**src/rtl/div_unit_pkg.sv**
```systemverilog
// Shared definitions for the multi-cycle divider: state encoding, handshake levels
// and the ALU op codes that route an instruction to the divider.
package div_unit_pkg;

    typedef enum logic [1:0] {
        DIV_FREE    = 2'b00,
        DIV_BY_ZERO = 2'b01,
        DIV_ON      = 2'b10,
        DIV_END     = 2'b11
    } div_state_t;

    localparam logic DIV_RESULT_READY     = 1'b1;
    localparam logic DIV_RESULT_NOT_READY = 1'b0;
    localparam logic DIV_START            = 1'b1;
    localparam logic DIV_STOP             = 1'b0;

    localparam int DOUBLE_REG_BUS_W = 64;
    typedef logic [DOUBLE_REG_BUS_W-1:0] double_reg_bus_t;

    localparam logic [7:0] EXE_DIV_OP  = 8'b0001_1010;
    localparam logic [7:0] EXE_DIVU_OP = 8'b0001_1011;

    function automatic logic is_div_op(input logic [7:0] aluop);
        return (aluop == EXE_DIV_OP) || (aluop == EXE_DIVU_OP);
    endfunction

endpackage

```
**src/rtl/div_unit.sv**
```systemverilog
// Restoring divider for DIV/DIVU, one quotient bit per clock; result is
// {remainder, quotient} for the HI/LO write path.
//
// state       | meaning
// DIV_FREE    | idle, waiting for start_i (outputs zero)
// DIV_BY_ZERO | divisor was zero, result forced to zero
// DIV_ON      | iterating, cnt counts completed quotient bits
// DIV_END     | result valid, held while EX keeps start_i high
module div_unit
    import div_unit_pkg::*;
#(
    parameter int WIDTH = 32
) (
    input  logic               clk,
    input  logic               rst,
    input  logic               signed_div_i,
    input  logic [WIDTH-1:0]   opdata1_i,
    input  logic [WIDTH-1:0]   opdata2_i,
    input  logic               start_i,
    input  logic               annul_i,
    output logic [2*WIDTH-1:0] result_o,
    output logic               ready_o
);

    localparam int CNT_W = $clog2(WIDTH + 1);
    localparam logic [CNT_W-1:0] CNT_LAST = CNT_W'(WIDTH);

    div_state_t         state, state_d;
    logic [CNT_W-1:0]   cnt, cnt_d;
    logic [2*WIDTH:0]   work, work_d;
    logic [WIDTH-1:0]   divisor, divisor_d;
    logic               sign1, sign1_d;
    logic               sign2, sign2_d;
    logic [2*WIDTH-1:0] result_d;
    logic               ready_d;

    logic [WIDTH-1:0]   op1_mag, op2_mag;
    logic [2*WIDTH:0]   shifted;
    logic [WIDTH+1:0]   diff;
    logic [WIDTH-1:0]   quot, rem, quot_fix, rem_fix;
    logic               accept;

    // work holds {partial remainder (WIDTH+1 bits), dividend/quotient (WIDTH bits)}
    always_comb begin
        op1_mag  = (signed_div_i && opdata1_i[WIDTH-1]) ? -opdata1_i : opdata1_i;
        op2_mag  = (signed_div_i && opdata2_i[WIDTH-1]) ? -opdata2_i : opdata2_i;
        shifted  = {work[2*WIDTH-1:0], 1'b0};
        diff     = {1'b0, shifted[2*WIDTH:WIDTH]} - {2'b00, divisor};
        quot     = work[WIDTH-1:0];
        rem      = work[2*WIDTH-1:WIDTH];
        quot_fix = (sign1 ^ sign2) ? -quot : quot;
        rem_fix  = sign1 ? -rem : rem;
        accept   = (start_i == DIV_START) && !annul_i;
    end

    always_comb begin
        state_d   = state;
        cnt_d     = cnt;
        work_d    = work;
        divisor_d = divisor;
        sign1_d   = sign1;
        sign2_d   = sign2;
        result_d  = '0;
        ready_d   = DIV_RESULT_NOT_READY;

        case (state)
            DIV_FREE: begin
                if (accept) begin
                    // sign flags are only ever set in signed mode, so they
                    // double as the "apply correction" enables
                    sign1_d   = signed_div_i & opdata1_i[WIDTH-1];
                    sign2_d   = signed_div_i & opdata2_i[WIDTH-1];
                    divisor_d = op2_mag;
                    work_d    = {{(WIDTH+1){1'b0}}, op1_mag};
                    cnt_d     = '0;
                    state_d   = (opdata2_i == '0) ? DIV_BY_ZERO : DIV_ON;
                end
            end
            DIV_BY_ZERO: begin
                work_d  = '0;
                state_d = annul_i ? DIV_FREE : DIV_END;
            end
            DIV_ON: begin
                if (annul_i) begin
                    state_d = DIV_FREE;
                end else if (cnt == CNT_LAST) begin
                    work_d  = {1'b0, rem_fix, quot_fix};
                    state_d = DIV_END;
                end else begin
                    work_d = diff[WIDTH+1] ? shifted
                                           : {diff[WIDTH:0], shifted[WIDTH-1:1], 1'b1};
                    cnt_d  = cnt + 1'b1;
                end
            end
            DIV_END: begin
                if (accept) begin
                    ready_d  = DIV_RESULT_READY;
                    result_d = work[2*WIDTH-1:0];
                end else begin
                    state_d = DIV_FREE;
                end
            end
            default: state_d = DIV_FREE;
        endcase
    end

    always_ff @(posedge clk or negedge rst) begin
        if (!rst) begin
            state    <= DIV_FREE;
            cnt      <= '0;
            work     <= '0;
            divisor  <= '0;
            sign1    <= 1'b0;
            sign2    <= 1'b0;
            result_o <= '0;
            ready_o  <= DIV_RESULT_NOT_READY;
        end else begin
            state    <= state_d;
            cnt      <= cnt_d;
            work     <= work_d;
            divisor  <= divisor_d;
            sign1    <= sign1_d;
            sign2    <= sign2_d;
            result_o <= result_d;
            ready_o  <= ready_d;
        end
    end

endmodule
```
**config.mk**
```make
export PLATFORM = sky130hd
export DESIGN_NAME = div_unit
export DESIGN_NICKNAME = d
export VERILOG_FILES = /design/src/rtl/div_unit_pkg.sv /design/src/rtl/div_unit.sv
export SDC_FILE = /design/constraint.sdc
export NUM_CORES = 1
export LEC_CHECK = 0
export BUFFER_PORTS_ARGS = -buffer_cell sky130_fd_sc_hd__buf_4
export CORE_UTILIZATION = 41
export DETAILED_ROUTE_END_ITERATION = 16
export PLACE_DENSITY_LB_ADDON = 0.25
export SKIP_LAST_GASP = 1
export SYNTH_ARGS = -nofsm -noshare
export SYNTH_HDL_FRONTEND = slang
export SYNTH_SLANG_ARGS = --single-unit
```
**constraint.sdc**
```tcl
create_clock -name clk -period 4.4 [get_ports clk]
set_clock_uncertainty 0.1 [all_clocks]
set_input_delay 0.44 -clock clk [delete_from_list [all_inputs] [get_ports clk]]
set_output_delay 0.44 -clock clk [all_outputs]
set_load 0.01 [all_outputs]
```
==> reports/qor.csv, run 1 <==
stage,metric,value,unit
run_status,status,completed,
cells_and_area,final_nets,1577,
clocking,worstSkewPairLatency,440,ps
clocking,cts-root-buf,clkbuf_16,
grt,grt_pass1_vias,9497,
cells_and_area,layout-drive-gt1-share,13.7,%
synthesis,yosys-top-cells-count,"nand2_1, dfrtp_1, o21ai_0",
clocking,cts_sinks,171,
clocking,cts_buffers,17,
timing,fin_crit_sh,79.7,%
clocking,cts_setup_buffers,0,
grt,gr-usage-all-layers,22.3,%
synthesis,syn-cell-area,11300,µm²
floorplanning,start_util,41.8,%
clocking,cts-resized-gates,0,
timing,grt_setup_unrepaired,false,
synthesis,ys_ff_latch,171,
floorplanning,die_h,168,µm
floorplanning,coreArea,27000,µm²
pwr,vdd_drop_max,283,µV
floorplanning,rows,60,
synthesis,synth_nets,1477,
synthesis,ys_top_cells_by_area,"dfrtp_1, o21ai_0, nand2_1",
worst_setup_path,critPathRequiredTime,4670,ps
synthesis,synthArstFlopShare,100,%
placed_design,dp_hpwl,22500,µm
cells_and_area,seqCellArea,4280,µm²
detailed_routing,via_per_inst,5.63,
detailed_routing,dr.pass1.iters,5,
synthesis,synth_top_area_cell,dfrtp_1,
worst_setup_path,start_kind,flop,
synthesis,synth_top_area_share,38.0,%
cells_and_area,final_cells,1818,
placed_design,place_congestion,0.888,
synthesis,ys_seq_area_share,38.0,%
cells_and_area,multi_input_area,6420,µm²
cells_and_area,n_antenna_cell,0,
timing,min_period,3510,ps
worst_setup_path,critPathKind,reg -> reg,
detailed_routing,num_vias,10200,
hold_path,min_path_type,in -> reg,
cells_and_area,area_growth_syn_to_layout,16.5,%
detailed_routing,routedWlPerCell,17.0,µm
detailed_routing,ant_nets,0,
job,maxCapViolCount,0,
timing,setup_tns,0,ps
cells_and_area,final_core_util,48.7,%
cells_and_area,n_fill_cell,2638,
grt,grt_start_max_net_pins,82,
timing,slew_viol_final,0,
detailed_routing,routed_wirelength,30800,µm
grt,antenna_found_initial,0,
synthesis,postSynthCellCount,1365,
clocking,htreeDepth,4,
pwr,p_leak,0.00596,µW
worst_setup_path,crit_path_max_fanout,9,
synthesis,yosys_warnings,0,
floorplanning,die_area,28100,µm²
pwr,power_density,719,nW/µm²
grt,grt_pass1_wl,50000,µm
synthesis,synth_edf_count,0,
worst_setup_path,cp_data_arrival_time,3780,ps
placed_design,dp.cells,1786,
timing,relSlewSlack,30.0,%
timing,worst_pin_slew,1050,ps
synthesis,syn_avg_cell_area,8.25,µm²
clocking,path_clk_slew,70,ps
placed_design,portBuffers,133,
timing,fmax,0.285,GHz
grt,overflow,0,
floorplanning,io_pins,134,
clocking,clock_path_buffers,2,
worst_setup_path,end_kind,flop,
clocking,cts_tree,yes,
synthesis,yosysMostFrequentCell,nand2_1,
detailed_routing,drc_errors,0,
synthesis,ys.flop_type,dfrtp_1,
timing,hold_viol,0,
floorplanning,dieWidth,168,µm
timing,setup-violations-final,0,
detailed_routing,drtIter0Drc,782,
synthesis,netlist-cell-type-count,77,
[critical path, cell delays in order, from the launching register on]
cell,delay [ps]
dfrtp_1,400
inv_1,110
ha_1,220
nor4b_1,430
nand2b_1,220
nand2b_1,380
nor4b_4,400
nand2_2,120
or4_1,410
a21oi_1,160
a21oi_1,60
o32a_1,320
o21ai_2,100
[routing by layer]
| metal | global-route usage [%] | up-vias | share of wire, % |
|---|---|---|---|
| li1 | - | 5038 | - |
| met1 | 32.1 | 4812 | 49 |
| met2 | 33.9 | 351 | 43 |
| met3 | 4.09 | 42 | 6.0 |
| met4 | 6.78 | 0 | 1.7 |
| met5 | 0 | - | 0 |
[report_power, final]
part | switching [µW] | internal (µW) | leakage [µW]
combinational | 3260 | 2120 | 0.00339
clock | 652 | 881 | 0.000283
sequential | 537 | 1990 | 0.00229
[registers in the layout, indices dropped and copies added, names as in the netlist]
signal    flops
divisor      32
ready_o       1
cnt           6
result_o     64
sign1         1
state         2
work         64
sign2         1
[worst paths after layout]
check                         startpoint      endpoint  slack [ps]  cells after the start
min in group asynchronous            rst  result_o[15]         500                      2
min reg2reg                  divisor[13]   divisor[13]         380                      2
min                        opdata2_i[31]   divisor[31]         180                      3
max in group asynchronous            rst      work[53]        2680                      3
max reg2reg                      work[1]      work[26]         890                     12
max                              work[1]      work[26]         890                     12
[cell families (layout without fill, tap and decap cells)]
logic type                 Yosys count  in the layout  share of synthesized area (%)
AOI/OAI and AO/OA                  405            405                           21.7
and+or+nand+nor                    512            512                           22.5
buffers and inverters              134            246                           5.09
adders and majority gates           43             43                           4.85
DFF                                171            171                           38.0
muxes                                8              8                          0.734
xor gates and xnor gates            92             92                           7.16
[what timing repair did]
item | CTS | global route
setup endpoints to repair | 0 | 0
hold endpoints to repair | 2 | 0
hold buffers | 1 | 0
[cells in the final DEF (no fill, tap or decap), drive strengths merged, types with 5 or more instances in the layout]
master,count
nand2,176
dfrtp,171
o21ai,155
buf,152
a21oi,106
nor2,103
inv,63
and2,61
xnor2,59
nor3,55
ha,42
xor2,33
clkbuf,22
nand3,19
o211ai,19
nor4,19
or3,19
a21o,15
nand2b,13
a31oi,12
o31ai,11
a22oi,10
o22ai,9
o311ai,9
o21bai,9
nand4,8
and3,8
o41ai,7
o221ai,7
or4,7
mux2i,6
a211oi,6
a32oi,5
a22o,5
nor4b,5
[through the flow]
stage          worst slack [ps]  cell area (µm²)  hold slack [ps]  total power (µW)
3_3_place_gp                737            12500              361              7730
6_report                    891            13100              182              9430
3_5_place_dp                530            12500              371              7830
2_1_floorplan              1340            11300             44.4              6440
5_1_grt                     555            13100              169             10200
4_1_cts                     925            13100              173              9390
[final cells by class]
| class | count | share of cell area, % |
|---|---|---|
| multi-input combinational | 1060 | 49.0 |
| sequential | 171 | 32.6 |
| timing repair buffer | 153 | 8.90 |
| clock buffer | 22 | 3.62 |
| tap | 341 | 3.25 |
| inverter | 62 | 1.77 |
| clock inverter | 9 | 0.849 |
(Power assumes the default switching activity.)
==> run 2, diff against run 1 <==
--- a/config.mk
+++ b/config.mk
@@ -5,6 +5,7 @@
 export SDC_FILE = /design/constraint.sdc
 export NUM_CORES = 1
 export LEC_CHECK = 0
+export ABC_AREA = 1
 export BUFFER_PORTS_ARGS = -buffer_cell sky130_fd_sc_hd__buf_4
 export CORE_UTILIZATION = 41
 export DETAILED_ROUTE_END_ITERATION = 16
==> constraint.sdc (replaced) <==
create_clock -name clk -period 3.1 [get_ports clk]
set_clock_uncertainty 0.1 [all_clocks]
set_input_delay 0.31 -clock clk [delete_from_list [all_inputs] [get_ports clk]]
set_output_delay 0.31 -clock clk [all_outputs]
set_load 0.01 [all_outputs]
==> run 2 against run 1 <==
Against the previous run: sequential power is 46% higher; critical path type unchanged; design area is 18% higher; critical path depth is 1 lower; largest cell class unchanged; critical endpoint is now work[36]; utilization is 0.19 points higher.
==> reports/qor.csv, run 2 <==
stage,metric,value,unit,change
cells_and_area,seqCellArea,4280,µm²,unchanged
pwr,clkPwrFrac,11.2,%,-5.1 points
synthesis,ys_seq_area_share,32.0,%,-6.0 points
run_status,status,completed,,
clocking,cts-root-buf,clkbuf_16,,
worst_setup_path,crit_chain,"ha_1, nand2_1, nor2_1, nand2_1, nor2_2, nand2_4, a21oi_4, buf_12, nand2_1, nand3_1, nand2_1",,
pwr,combinationalPowerShare,70.4,%,+13 points
detailed_routing,routed_wirelength,46900,µm,+52%
grt,grt_pass1_vias,13800,,+45%
worst_setup_path,critPathKind,reg -> reg,,
grt,grt_pass1_wl,74500,µm,+49%
timing,layout_setup_ws,220,ps,-672 ps
worst_setup_path,cpMostUsedCell,nand2_1,,
clocking,cts_sinks,171,,unchanged
synthesis,ys_top_cells_by_area,"dfrtp_1, nand2_1, inv_1",,
synthesis,ys.flop_type,dfrtp_1,,
synthesis,yosys_warnings,0,,unchanged
synthesis,syn_avg_cell_area,6.27,µm²,-24%
placed_design,place_congestion,1.04,,+17%
cells_and_area,top_regs,"result_o x64, work x64, divisor x32",,
placed_design,pre_cts_slack,308,ps,-222 ps
detailed_routing,drc_errors,0,,unchanged
timing,setup_tns,0,ps,unchanged
cells_and_area,multi_input_area,7640,µm²,+19%
floorplanning,start_util,42.0,%,+0.24 points
floorplanning,die_area,33300,µm²,+18%
clocking,cts_tree,yes,,
timing,grt_setup_unrepaired,false,,
worst_setup_path,cp-startpoint,work[51],,
synthesis,syn-cell-area,13400,µm²,+19%
pwr,seq_power_share,18.4,%,-8.4 points
synthesis,ys_ff_latch,171,,unchanged
floorplanning,io_pins,134,,unchanged
clocking,cts_buffers,17,,unchanged
timing,relSlewSlack,50.0,%,+20 points
pwr,vdd_drop_max,620,µV,+120%
cells_and_area,n_antenna_cell,0,,unchanged
cells_and_area,layout_commonest_cell,nand2_1,,
timing,min_period,2880,ps,-628 ps
floorplanning,rows,65,,+8.3%
pwr,power_density,1290,nW/µm²,+79%
worst_setup_path,crit_path_max_fanout,27,,+18
synthesis,synth_top_area_share,32.0,%,-6.0 points
hold_path,min_path_type,in -> reg,,
synthesis,synth_nets,2242,,+52%
floorplanning,die_h,182,µm,+8.8%
pwr,p_leak,0.00843,µW,+42%
synthesis,yosysMostFrequentCell,nand2_1,,
clocking,path_clk_slew,80,ps,about the same
worst_setup_path,cpMaxStageDelayCell,dfrtp_1,,
synthesis,yosys-top-cells-count,"nand2_1, inv_1, nor2_1",,
worst_setup_path,end_kind,flop,,
detailed_routing,dr.pass1.iters,8,,+3
timing,worst_pin_slew,747,ps,-303 ps
placed_design,placed_cell_area,14900,µm²,+19%
timing,fmax,0.347,GHz,+22%
synthesis,synthArstFlopShare,100,%,unchanged
clocking,ctsHoldBuffers,1,,unchanged
placed_design,dp_hpwl,36500,µm,+62%
worst_setup_path,reg2reg_slack,220,ps,-670 ps
grt,grt_start_max_net_pins,90,,+9.8%
clocking,cts_setup_buffers,0,,unchanged
job,maxCapViolCount,0,,unchanged
detailed_routing,ant_nets,0,,unchanged
worst_setup_path,worstReg2RegStart,work[51],,
synthesis,synth_top_area_cell,dfrtp_1,,
cells_and_area,fin_area,15500,µm²,+18%
floorplanning,coreArea,31800,µm²,+18%
timing,slew_viol_final,0,,unchanged
worst_setup_path,start_kind,flop,,
grt,antenna_found_initial,0,,unchanged
pwr,p_switching,11400,µW,+160%
grt,overflow,0,,unchanged
floorplanning,dieWidth,182,µm,+8.8%
pwr,p_int,8630,µW,+73%
worst_setup_path,r2r-end,work[36],,
detailed_routing,via_per_inst,5.38,,-4.5%
detailed_routing,num_vias,14500,,+42%
cells_and_area,n_fill_cell,3275,,+24%
timing,setup-violations-final,0,,unchanged
synthesis,netlist-cell-type-count,42,,-45%
grt,gr-usage-all-layers,28.7,%,+6.4 points
detailed_routing,routedWlPerCell,17.4,µm,+2.5%
cells_and_area,layout-drive-gt1-share,9.76,%,-4.0 points
synthesis,synth_edf_count,0,,unchanged
detailed_routing,drtIter0Drc,1360,,+74%
clocking,worstSkewPairLatency,470,ps,+30 ps
clocking,htreeDepth,4,,unchanged
timing,fin_crit_sh,92.9,%,+13 points
worst_setup_path,crit_end,work[36],,
clocking,cts-resized-gates,0,,unchanged
worst_setup_path,cp_data_arrival_time,3120,ps,-660 ps
cells_and_area,mostFrequentLayoutCells,"nand2_1, inv_1, nor2_1",,
clocking,clock_path_buffers,2,,unchanged
cells_and_area,final_core_util,48.9,%,+0.19 points
worst_setup_path,critPathRequiredTime,3340,ps,-1330 ps
pwr,p_sw_share,56.9,%,+9.8 points
worst_setup_path,slowest_delay,530,ps,+100 ps
worst_setup_path,r2r_cells,11,,-1
synthesis,postSynthCellCount,2130,,+56%
cells_and_area,final_nets,2363,,+50%
cells_and_area,area_growth_syn_to_layout,16.3,%,
placed_design,portBuffers,133,,unchanged
timing,hold_viol,0,,unchanged
[run 2: area by class of cell]
| class | count | area share (%) |
|---|---|---|
| clock inverters | 15 | 1.12 |
| flip-flops and latches | 171 | 27.5 |
| inverters | 313 | 7.56 |
| repair buffers | 164 | 8.37 |
| clock buffers | 17 | 2.74 |
| multi-input cells | 1584 | 49.2 |
| well taps | 435 | 3.50 |
[run 2: logic make-up after synthesis]
group / synth area share [%]
AO/OA/AOI/OAI: 10.5
XOR/XNOR: 3.48
adder cells (fa/ha/maj): 4.08
buffers and inverters: 10.8
flip-flops: 32.0
AND/OR/NAND/NOR: 39.1
[run 2: worst min path at each step]
stage	startpoint	end	slack, ps	cells past startpoint
2_1_floorplan	rst	cnt[0]	-90	0
5_1_grt	opdata1_i[16]	work[16]	70	4
3_3_place_gp	rst	divisor[5]	270	1
4_1_cts	opdata2_i[24]	divisor[24]	30	4
3_5_place_dp	rst	divisor[5]	280	1
6_report	opdata2_i[24]	divisor[24]	50	4
[run 2: power groups by stage]
stage / combinational [µW] / clock [µW] / sequential [µW]
floorplan: 9710 / 0 / 3430
global placement: 13800 / 0 / 3680
global route: 15600 / 2360 / 3760
detailed placement: 13800 / 0 / 3690
CTS: 13900 / 2270 / 3650
finish: 14100 / 2250 / 3680
[run 2: stage by stage]
step                hold slack, ps  instances  power [µW]
finish                        50.1       2699       20000
global placement               271       2666       17500
floorplan                    -85.6       2130       13100
CTS                           31.0       2699       19800
detailed placement             276       2666       17500
global route                  74.7       2699       21800
[run 2: per-layer routing]
metal  vias to the layer above  track usage, %  part of all wire (%)
met3                        87            4.11                   6.3
met1                      6796            38.4                    44
li1                       7057               -                     -
met5                         -               0                     0
met4                         0            10.2                   3.0
met2                       589            47.1                    46
[run 2: critical path: cells and delay by family (launching register included)]
family / cells / cell delay (ps)
AOI/OAI and AO/OA: 1 / 220
adders and majority gates: 1 / 530
buffers and inverters: 1 / 200
DFF: 1 / 530
and+or+nand+nor: 8 / 1160
